<file path="src/rtl/calc_pkg.sv">
// calc_pkg: opcode constants, sequencer states and program entry type shared by the
// sequencer and the calculator datapath.
package calc_pkg;
  localparam logic [3:0] OP_NOP = 4'b0000;
  localparam logic [3:0] OP_CLR = 4'b0001;
  localparam logic [3:0] OP_ADD = 4'b0010;
  localparam logic [3:0] OP_SUB = 4'b0011;
  localparam logic [3:0] OP_MUL = 4'b0100;
  localparam logic [3:0] OP_DIV = 4'b0101;
  localparam logic [3:0] OP_MOD = 4'b0110;
  localparam logic [3:0] OP_RST = 4'b1111;
  typedef enum logic [2:0] {S_IDLE, S_ISSUE, S_WAIT, S_CAPTURE, S_FIN} state_t;
  typedef struct packed {
    logic [15:0] opnd;
    logic [3:0]  op;
  } entry_t;
endpackage

</file>
<file path="src/rtl/calc_op_sequencer_if.sv">
// calc_op_sequencer_if: program load, calculator drive and result return ports of the sequencer.
interface calc_op_sequencer_if #(parameter int DEPTH = 16);
  logic                     ld_valid;
  logic                     ld_ready;
  logic [15:0]              ld_opnd;
  logic [3:0]               ld_op;
  logic                     start;
  logic [15:0]              in1;
  logic [3:0]               op;
  logic [31:0]              out_in;
  logic [1:0]               err_in;
  logic                     res_valid;
  logic                     res_ready;
  logic [31:0]              res_data;
  logic [1:0]               res_err;
  logic [$clog2(DEPTH)-1:0] res_idx;
  logic                     busy;
  logic                     done;
  logic                     fault;
  modport master (
    input  ld_valid, ld_opnd, ld_op, start, out_in, err_in, res_ready,
    output ld_ready, in1, op, res_valid, res_data, res_err, res_idx, busy, done, fault
  );
  modport slave (
    output ld_valid, ld_opnd, ld_op, start, out_in, err_in, res_ready,
    input  ld_ready, in1, op, res_valid, res_data, res_err, res_idx, busy, done, fault
  );
endinterface

</file>
<file path="src/rtl/calc_prog_mem.sv">
// calc_prog_mem: program store, one synchronous write port and one asynchronous read port.
module calc_prog_mem
  import calc_pkg::*;
#(
  parameter int DEPTH = 16
) (
  input  logic                     clk,
  input  logic                     we,
  input  logic [$clog2(DEPTH)-1:0] waddr,
  input  entry_t                   wdata,
  input  logic [$clog2(DEPTH)-1:0] raddr,
  output entry_t                   rdata
);
  entry_t mem [DEPTH];
  always_ff @(posedge clk)
    if (we) mem[waddr] <= wdata;
  assign rdata = mem[raddr];
endmodule

</file>
<file path="src/rtl/calc_op_sequencer.sv">
// calc_op_sequencer: loads an (operand, opcode) program and steps it through the calculator,
// returning one captured result per entry. Define HALT_ON_ERR_EN to stop on the first erroring result.
module calc_op_sequencer
  import calc_pkg::*;
#(
  parameter int DEPTH  = 16,
  parameter int SETTLE = 2
) (
  input logic                 clk,
  input logic                 rst,
  calc_op_sequencer_if.master bus
);
  localparam int AW = $clog2(DEPTH);
  localparam int WW = $clog2(SETTLE + 1);
  localparam logic [WW-1:0] W_LAST = WW'(SETTLE - 1);
  localparam logic [AW:0] FULL = (AW + 1)'(DEPTH);
`ifdef HALT_ON_ERR_EN
  localparam bit HALT = 1'b1;
`else
  localparam bit HALT = 1'b0;
`endif
  state_t state, next;
  logic [AW:0] count;
  logic [AW-1:0] ptr;
  logic [WW-1:0] wcnt;
  logic [15:0] in1_q;
  logic [1:0] err_q;
  logic [31:0] res_data;
  logic [1:0] res_err;
  logic [AW-1:0] res_idx;
  logic we, go, cap, hs, last;
  entry_t rd;
  calc_prog_mem #(.DEPTH(DEPTH)) u_mem (
    .clk  (clk),
    .we   (we),
    .waddr(count[AW-1:0]),
    .wdata({bus.ld_opnd, bus.ld_op}),
    .raddr(ptr),
    .rdata(rd)
  );
  assign we   = bus.ld_valid && bus.ld_ready;
  assign go   = state == S_IDLE && bus.start && count != '0;
  assign cap  = state == S_WAIT && wcnt == W_LAST;
  assign hs   = state == S_CAPTURE && bus.res_ready;
  assign last = ({1'b0, ptr} == count - 1'b1) || (HALT && res_err != 2'b00);
  assign bus.res_data = res_data;
  assign bus.res_err  = res_err;
  assign bus.res_idx  = res_idx;
  always_ff @(posedge clk)
    state <= rst ? S_IDLE : next;
  always_comb begin
    next          = state;
    bus.ld_ready  = !rst && state == S_IDLE && count < FULL;
    bus.op        = state == S_ISSUE ? rd.op : OP_NOP;
    bus.in1       = state == S_ISSUE ? rd.opnd : in1_q;
    bus.res_valid = state == S_CAPTURE;
    bus.busy      = state != S_IDLE;
    bus.done      = state == S_FIN;
    case (state)
      S_IDLE:    next = go ? S_ISSUE : S_IDLE;
      S_ISSUE:   next = S_WAIT;
      S_WAIT:    next = cap ? S_CAPTURE : S_WAIT;
      S_CAPTURE: next = !bus.res_ready ? S_CAPTURE : last ? S_FIN : S_ISSUE;
      default:   next = S_IDLE;
    endcase
  end
  // ERR is only valid while the op is live, so it is held from ISSUE until capture
  always_ff @(posedge clk) begin
    if (rst) begin
      count    <= '0;
      ptr      <= '0;
      wcnt     <= '0;
      in1_q    <= '0;
      err_q    <= '0;
      res_data <= '0;
      res_err  <= '0;
      res_idx  <= '0;
    end else begin
      if (we) count <= count + 1'b1;
      if (go) ptr <= '0;
      if (hs && !last) ptr <= ptr + 1'b1;
      if (state == S_ISSUE) begin
        in1_q <= rd.opnd;
        err_q <= bus.err_in;
      end
      wcnt <= state == S_WAIT ? wcnt + 1'b1 : '0;
      if (cap) begin
        res_data <= bus.out_in;
        res_err  <= err_q;
        res_idx  <= ptr;
      end
    end
  end
`ifdef HALT_ON_ERR_EN
  logic fault;
  always_ff @(posedge clk)
    if (rst || go) fault <= 1'b0;
    else if (cap && err_q != 2'b00) fault <= 1'b1;
  assign bus.fault = fault;
`else
  assign bus.fault = 1'b0;
`endif
endmodule
</file>
<file path="src/flat_wrapper.sv">
// flat-port wrapper written by rule: the top's interface ports become plain ports
module calc_op_sequencer_flat import calc_pkg::*;
#(
  parameter int DEPTH  = 16,
  parameter int SETTLE = 2
)
  (clk, rst, bus_ld_valid, bus_ld_opnd, bus_ld_op, bus_start, bus_out_in, bus_err_in, bus_res_ready, bus_ld_ready, bus_in1, bus_op, bus_res_valid, bus_res_data, bus_res_err, bus_res_idx, bus_busy, bus_done, bus_fault);
  calc_op_sequencer_if #(.DEPTH(DEPTH)) bus_i ();
  input logic clk;
  input logic rst;
  input wire logic [$bits(bus_i.ld_valid)-1:0] bus_ld_valid;
  input wire logic [$bits(bus_i.ld_opnd)-1:0] bus_ld_opnd;
  input wire logic [$bits(bus_i.ld_op)-1:0] bus_ld_op;
  input wire logic [$bits(bus_i.start)-1:0] bus_start;
  input wire logic [$bits(bus_i.out_in)-1:0] bus_out_in;
  input wire logic [$bits(bus_i.err_in)-1:0] bus_err_in;
  input wire logic [$bits(bus_i.res_ready)-1:0] bus_res_ready;
  output wire logic [$bits(bus_i.ld_ready)-1:0] bus_ld_ready;
  output wire logic [$bits(bus_i.in1)-1:0] bus_in1;
  output wire logic [$bits(bus_i.op)-1:0] bus_op;
  output wire logic [$bits(bus_i.res_valid)-1:0] bus_res_valid;
  output wire logic [$bits(bus_i.res_data)-1:0] bus_res_data;
  output wire logic [$bits(bus_i.res_err)-1:0] bus_res_err;
  output wire logic [$bits(bus_i.res_idx)-1:0] bus_res_idx;
  output wire logic [$bits(bus_i.busy)-1:0] bus_busy;
  output wire logic [$bits(bus_i.done)-1:0] bus_done;
  output wire logic [$bits(bus_i.fault)-1:0] bus_fault;
  assign bus_i.ld_valid = bus_ld_valid;
  assign bus_i.ld_opnd = bus_ld_opnd;
  assign bus_i.ld_op = bus_ld_op;
  assign bus_i.start = bus_start;
  assign bus_i.out_in = bus_out_in;
  assign bus_i.err_in = bus_err_in;
  assign bus_i.res_ready = bus_res_ready;
  assign bus_ld_ready = bus_i.ld_ready;
  assign bus_in1 = bus_i.in1;
  assign bus_op = bus_i.op;
  assign bus_res_valid = bus_i.res_valid;
  assign bus_res_data = bus_i.res_data;
  assign bus_res_err = bus_i.res_err;
  assign bus_res_idx = bus_i.res_idx;
  assign bus_busy = bus_i.busy;
  assign bus_done = bus_i.done;
  assign bus_fault = bus_i.fault;
  calc_op_sequencer #(.DEPTH(DEPTH), .SETTLE(SETTLE)) u_core (.clk(clk), .rst(rst), .bus(bus_i));
endmodule
</file>
<file path="config.mk">
export PLATFORM = sky130hd
export DESIGN_NAME = calc_op_sequencer_flat
export DESIGN_NICKNAME = d
export VERILOG_FILES = /design/src/rtl/calc_pkg.sv /design/src/rtl/calc_op_sequencer_if.sv /design/src/rtl/calc_prog_mem.sv /design/src/rtl/calc_op_sequencer.sv /design/src/flat_wrapper.sv
export SDC_FILE = /design/constraint.sdc
export NUM_CORES = 1
export LEC_CHECK = 0
export ABC_AREA = 1
export BUFFER_PORTS_ARGS = -buffer_cell sky130_fd_sc_hd__buf_2
export CAP_MARGIN = 10
export CORE_AREA = 3 3 192 194
export CTS_BUF_LIST = sky130_fd_sc_hd__clkbuf_4
export CTS_CLUSTER_SIZE = 10
export DETAILED_ROUTE_END_ITERATION = 6
export DIE_AREA = 0 0 195 197
export SYNTH_ARGS = -nofsm -noshare
export SYNTH_HDL_FRONTEND = slang
export SYNTH_SLANG_ARGS = --single-unit
export TNS_END_PERCENT = 10
</file>
<file path="constraint.sdc">
create_clock -name clk -period 2.45 [get_ports clk]
set_clock_uncertainty 0.15 [all_clocks]
set_input_delay 0.1225 -clock clk [delete_from_list [all_inputs] [get_ports clk]]
set_output_delay 0.1225 -clock clk [all_outputs]
set_load 0.03 [all_outputs]
</file>
==> metrics.md, run 1 <==
| Metric | Value |
|---|---|
| Status | `finished, violations left` |
| Failing checks | `setup timing` |
| Initial antenna violation count | `4` |
| Fin. max-slew vios | `0` |
| Via count | `11,930` |
| Post-synthesis cell count | `1,435` |
| Net count after synthesis | `1,501` |
| Initial DRC count | `1,009` |
| Placed Cells | `1,979` |
| Worst-margin pin slew | `0.7232 ns` |
| Crit path max fanout | `14` |
| Tot GR Track Use | `22.39%` |
| Final Power | `13.55 mW` |
| Port bufs | `120` |
| Die area | `38,420 um^2` |
| Initial core utilization | `44.61%` |
| Max Root-Sink Buffers | `3` |
| Worst Hold Depth | `4` |
| Fin crit share | `113.5%` |
| YS warnings | `0` |
| VDD IR max | `0.0004694 V` |
| IO Count | `122` |
| RD Place Congestion | `0.7983` |
| Syn_area_per_cell | `11.00 um^2` |
| Crit path buffers/inverters | `5` |
| Final setup margin | `-0.3312 ns` |
| RSZ-0062 raised after global routing | `true` |
| Area growth syn-to-layout | `28.56%` |
| Slew headroom | `51.72%` |
| H-tree depth | `3` |
| 1st-pass router iterations | `5` |
| Peak Freq | `0.3596 GHz` |
| R2r setup slk | `0.19 ns` |
| Site Rows | `69` |
| Seq cells post-synth | `394` |
| Max stage delay cell, worst path | `dfxtp_4` |
| Cells on worst reg2reg path | `8` |
| DR WL/cell | `19.41 um` |
| Period minus WS final | `2.781 ns` |
| DP HPWL | `23.84 mm` |
| Worst hold start | `bus_out_in[12]` |
| TritonCTS Buffers | `101` |
| DR DRC count | `0` |
| Die X | `195 um` |
| Final Setup Violations | `20` |
| Reg-to-Reg Start | `u_core.state[1]$_SDFF_PP0_` |
| Setup_tns | `-5.078 ns` |
| Fraction of layout cells with a size suffix above 1 | `25.33%` |
| Final instance area | `20,300 um^2` |
| Final Non-Filler Cells | `2,277` |
| GRT Residual Overflow | `0` |
| Vias in the first global route | `11,820` |
| Die height | `197 um` |
| CTS tree | `done` |
| CP arrival | `2.51 ns` |
| Sink Count | `394` |
| Combinational Power Share | `4.8%` |
| ANT nets after route | `0` |
| NetSw | `2.948 mW` |
| Pint | `10.60 mW` |
| Critical Path Max Stage Delay | `0.38 ns` |
| Leak Pwr | `7.864 nW` |
| Ordered cell list for the critical path | `buf_12 -> clkinv_16 -> buf_16 -> clkbuf_16 -> o21ai_2 -> o21ai_1 -> o211ai_1 -> a21oi_1 -> buf_4` |
| Clock network power share | `41.3%` |
| Post-Place Cell Area | `17,110 um^2` |
| Crit. End Element | `primary output` |
| Worst Hold End | `u_core.bus.res_data[12]$_SDFFE_PP0P_` |
| Kind of critical path | `reg2out` |
| Pwr/cell area | `667.4 nW/um^2` |
| Hold Path Class | `in2reg` |
| Register area share after synthesis | `70.24%` |
| Cell family with most CP delay | `buffers and inverters` |
| Largest net degree at the start of global routing | `89` |
| Req. time, crit path | `2.18 ns` |
| Reg clk slew, reported paths | `0.07 ns` |
| Core area | `35,400 um^2` |
| R2R Path End | `u_core.u_mem.mem[9][3]$_DFFE_PP_` |
| CP Launch Type | `flip-flop` |
| Most frequent cells in the layout | `379 x nand2_1, 320 x edfxtp_1, 187 x nand3_1` |
| Final hold violations | `0` |
| DRT Wirelength | `44.20 mm` |
| Commonest non-fill, non-tap cell in the layout | `nand2_1` |
| Seq pwr share | `53.9%` |
| Final nets | `1,805` |
| Root buf cell | `clkbuf_4` |
| Post-Syn Area | `15,790 um^2` |
| Max cap viols | `0` |
| Post-synthesis cell type count | `29` |
| Vias/cell | `5.239` |
| Pre-CTS WS | `0.1203 ns` |
| Clock latency on the worst-skew pair | `0.79 ns` |
| Net Sw Frac | `21.76%` |
| First-pass GRT wire length | `66.58 mm` |
| Crit path depth | `9` |
[registers in the layout (all words and copies together) (netlist names), named ones only]
| signal | flops |
|---|---|
| u_core.bus.res_idx | 4 |
| u_core.bus.res_err | 2 |
| u_core.bus.res_data | 32 |
| u_core.wcnt | 2 |
| u_core.err_q | 2 |
| u_core.count | 5 |
| u_core.u_mem.mem | 320 |
| u_core.ptr | 4 |
| u_core.in1_q | 16 |
| u_core.state | 3 |
[synth_stat cells]
master	instances	share of area (%)
ha_1	7	0.55
buf_2	30	0.95
nor2_1	147	3.5
nor4_1	1	0.040
inv_1	23	0.55
buf_6	11	0.78
edfxtp_1	320	61
nand3_1	213	6.8
a21oi_1	36	1.1
nand2_1	412	9.8
buf_8	1	0.095
conb_1	1	0.024
inv_2	5	0.12
clkbuf_1	21	0.50
nand4_1	1	0.040
buf_1	5	0.12
o21ai_0	79	2.5
o211ai_1	16	0.76
nor3_1	3	0.095
buf_4	16	0.76
nor2_2	2	0.079
nor3_4	2	0.21
o21ai_1	1	0.032
xor2_1	2	0.11
nand2_2	3	0.12
nand3_2	1	0.063
dfxtp_1	74	9.4
inv_6	1	0.055
clkinv_1	1	0.024
[power groups by stage]
stage          clock, mW  combinational (mW)  sequential [mW]
5_1_grt             6.11               0.714             7.30
3_3_place_gp           0               0.473             7.44
6_report            5.59               0.655             7.30
2_1_floorplan          0               0.243             7.45
4_1_cts             5.74               0.635             7.30
3_5_place_dp           0               0.481             7.45
[metal layers]
metal	GRT usage, %	vias up	share of wire, %	wire (um)
met1	28.80	5755	41	18280
met3	4.496	108	6.1	2694
met5	0	-	0	0
met4	9.242	0	3.6	1587
li1	-	5647	-	-
met2	37.44	419	49	21640
[worst register-to-register path, stage by stage (launching register included)]
cell,delay [ns]
dfxtp_1,0.37
nor2_2,0.14
nand2_2,0.09
nor3_4,0.19
nand2_2,0.14
inv_2,0.11
nand2_1,0.15
nor2_2,0.17
buf_4,0.36
[final cells by class]
cell class / count / area (um^2)
Fill cell: 2967 / 15100
Sequential cell: 394 / 11100
Multi-Input combinational cell: 927 / 4374
Timing Repair Buffer: 284 / 2781
Clock buffer: 161 / 1209
Tap cell: 461 / 576.8
Inverter: 30 / 143.9
Clock inverter: 15 / 95.09
Antenna cell: 4 / 10.01
Timing Repair inverter: 1 / 8.758
[kinds of logic (layout without fill, tap and decap cells)]
| family | after synthesis | after routing | share of synthesized area, % |
|---|---|---|---|
| AO/OA/AOI/OAI | 132 | 132 | 4.437 |
| AND/OR/NAND/NOR | 785 | 785 | 20.68 |
| buffers and inverters | 114 | 491 | 3.954 |
| flip-flops | 394 | 394 | 70.24 |
| adder cells (fa/ha/maj) | 7 | 7 | 0.5546 |
| XOR/XNOR | 2 | 2 | 0.1110 |
| other | 1 | 5 | 0.02375 |
[stage by stage]
stage / hold WS, ns / util [%]
final: 0.06155 / 57.35
after global routing: 0.05131 / 57.34
after CTS: 0.004210 / 56.15
after detailed placement: 0.2045 / 48.32
after global placement: 0.2010 / 48.32
after floorplan: 0.07137 / -
[how the worst max path moves through the flow]
stage	to	slack (ns)	startpoint
after global routing	bus_in1[15]	-0.48	flip-flop
after global placement	flip-flop	0.13	u_core.count[0]$_SDFFE_PP0P_
after detailed placement	flip-flop	0.12	u_core.count[0]$_SDFFE_PP0P_
after floorplan	u_core.u_mem.mem[0][0]$_DFFE_PP_	-0.29	u_core.state[1]$_SDFF_PP0_
after CTS	bus_in1[6]	-0.37	flip-flop
final	bus_op[2]	-0.33	flip-flop
[repair_timing]
item / 4_1_cts / 5_1_grt
cloned: 7 / 6
endpoints found under the hold margin: 394 / 0
pin swaps: 21 / 33
endpoints found under the setup margin: 20 / 22
hold buffers: 92 / 0
gates resized for setup: 75 / 66
buffers inserted: 10 / 3
No activity file was read; power rests on OpenSTA's default activity.
==> run 2, diff against run 1 <==
--- a/config.mk
+++ b/config.mk
@@ -8,11 +8,11 @@
 export ABC_AREA = 1
 export BUFFER_PORTS_ARGS = -buffer_cell sky130_fd_sc_hd__buf_2
 export CAP_MARGIN = 10
-export CORE_AREA = 3 3 192 194
+export CORE_AREA = 4 4 193 195
 export CTS_BUF_LIST = sky130_fd_sc_hd__clkbuf_4
 export CTS_CLUSTER_SIZE = 10
 export DETAILED_ROUTE_END_ITERATION = 6
-export DIE_AREA = 0 0 195 197
+export DIE_AREA = 0 0 197 199
 export SYNTH_ARGS = -nofsm -noshare
 export SYNTH_HDL_FRONTEND = slang
 export SYNTH_SLANG_ARGS = --single-unit
==> run 2 against run 1 <==
Compared with the run above: the run still ends with setup timing left; via count shrank 1.3%; total power grew 2.9%; cell area shrank 0.41%; clock power grew 7.2%; critical path type unchanged; largest cell class unchanged.
==> metrics.md, run 2 (synthesis results as in run 1) <==
| Metric | Value |
|---|---|
| Status | `finished, violations left` |
| Failing checks | `setup timing` |
| Setup_tns | `-3.538 ns` |
| Worst hold start | `bus_out_in[12]` |
| IO Count | `122` |
| Tot GR Track Use | `21.65%` |
| RD Place Congestion | `0.8094` |
| DR DRC count | `0` |
| Period minus WS final | `2.721 ns` |
| Critical Path Max Stage Delay | `0.36 ns` |
| Seq pwr share | `52.4%` |
| Combinational Power Share | `4.7%` |
| Crit path depth | `10` |
| Cell family with most CP delay | `buffers and inverters` |
| DR WL/cell | `19.11 um` |
| RSZ-0062 raised after global routing | `true` |
| Pwr/cell area | `689.8 nW/um^2` |
| Hold Path Class | `in2reg` |
| TritonCTS Buffers | `103` |
| Leak Pwr | `7.853 nW` |
| Vias/cell | `5.187` |
| Filler Cells Inserted | `2,953` |
| Pint | `10.97 mW` |
| Final hold violations | `0` |
| Top reg by flops | `u_core.u_mem.mem` |
| CP arrival | `2.45 ns` |
| CTS tree | `done` |
| Core area | `35,400 um^2` |
| CP Launch Type | `flip-flop` |
| Largest net degree at the start of global routing | `44` |
| GRT Residual Overflow | `0` |
| Peak Freq | `0.3675 GHz` |
| Reg-to-Reg Start | `u_core.count[0]$_SDFFE_PP0P_` |
| DP HPWL | `24.43 mm` |
| Max cap viols | `0` |
| Req. time, crit path | `2.18 ns` |
| First-pass GRT wire length | `65.91 mm` |
| Largest regs | `u_core.u_mem.mem x320, u_core.bus.res_data x32, u_core.in1_q x16` |
| Max stage delay cell, worst path | `dfxtp_4` |
| H-tree depth | `3` |
| Final Setup Violations | `20` |
| Via count | `11,770` |
| Cells on worst reg2reg path | `10` |
| Fin crit share | `111.1%` |
| Fin. max-slew vios | `0` |
| Max Root-Sink Buffers | `3` |
| DRT Wirelength | `43.39 mm` |
| ANT nets after route | `0` |
| Initial antenna violation count | `3` |
| R2r setup slk | `0.15 ns` |
| Initial DRC count | `859` |
| Final nets | `1,799` |
| Die area | `39,200 um^2` |
| Post-layout util | `57.11%` |
| Area growth syn-to-layout | `28.03%` |
| Crit. End Element | `primary output` |
| Reg clk slew, reported paths | `0.06 ns` |
| Worst Hold Depth | `4` |
| Crit path max fanout | `8` |
| Fraction of layout cells with a size suffix above 1 | `26.45%` |
| Ordered cell list for the critical path | `buf_12 -> buf_12 -> buf_16 -> nor2_4 -> nor2_1 -> o21ai_1 -> o21ai_1 -> o211ai_1 -> a21oi_1 -> buf_4` |
| Die height | `199 um` |
| Root buf cell | `clkbuf_4` |
| Sink Count | `394` |
| Clock network power share | `42.9%` |
| Commonest non-fill, non-tap cell in the layout | `nand2_1` |
| Clock latency on the worst-skew pair | `0.74 ns` |
| 1st-pass router iterations | `6` |
| Final setup margin | `-0.2710 ns` |
| Die X | `197 um` |
| Slew headroom | `52.56%` |
| Site Rows | `69` |
| NetSw | `2.975 mW` |
| Max FFs per register | `320` |
| Worst-margin pin slew | `0.7106 ns` |
| Kind of critical path | `reg2out` |
| Crit path buffers/inverters | `4` |
| Initial core utilization | `44.61%` |
| Net Sw Frac | `21.33%` |
| Most frequent cells in the layout | `361 x nand2_1, 320 x edfxtp_1, 190 x nand3_1` |
| Port bufs | `120` |
| VDD IR max | `0.0004412 V` |
| Vias in the first global route | `11,870` |
run 2: cell type report:
cell class	count	area (um^2)	area share [%]
tap	461	576.8	2.853
clock inverter	14	163.9	0.8108
inverter	30	138.9	0.6870
sequential	394	11100	54.90
timing repair inverter	1	16.27	0.08046
multi-input combinational	927	4407	21.80
clock buffer	165	1239	6.127
antenna	2	5.005	0.02476
timing repair buffer	276	2571	12.72
run 2: routing by layer:
layer,GRT usage (%),up-vias,routed length [um]
met4,8.603,2,1320
met5,0,-,7
met3,4.590,103,2521
met1,27.68,5623,17950
met2,36.33,413,21580
li1,-,5633,-
run 2: final timing paths:
| path | end |
|---|---|
| hold reg to reg | u_core.wcnt[0]$_SDFF_PP0_ |
| setup / recovery | bus_op[1] |
| hold / removal | u_core.bus.res_data[12]$_SDFFE_PP0P_ |
| setup reg to reg | u_core.state[2]$_SDFF_PP0_ |
run 2: through the flow:
step	area (um^2)	instances	hold slack [ns]	worst slack [ns]	power [mW]
global placement	17050	1983	0.2000	0.3296	7.929
global route	20210	2269	0.02081	-0.4350	14.54
finish	20220	2270	0.06346	-0.2710	13.95
floorplan	15810	1435	0.07137	-0.2851	7.695
detailed placement	17050	1983	0.2067	0.2914	7.936
CTS	19870	2265	0.00003819	-0.3376	14.06
run 2: power by group through the flow:
stage          Clock, mW  Sequential (mW)  Combinational, mW
4_1_cts             6.13             7.30              0.634
5_1_grt             6.52             7.30              0.709
3_3_place_gp           0             7.44              0.485
3_5_place_dp           0             7.45              0.491
6_report            5.99             7.30              0.653
2_1_floorplan          0             7.45              0.243
run 2: what timing repair did:
item,CTS,global route
buffers inserted,11,1
gates cloned,8,5
endpoints found under the hold margin,387,0
resized for setup,85,80
hold buffers,84,0
endpoints found under the setup margin,20,341
pin swaps,18,28
run 2: tightest hold or removal path, stage by stage:
cell and delay, ns:
dlygate4sd3_1 0.52, buf_2 0.09, o21ai_0 0.07, nor2_1 0.08
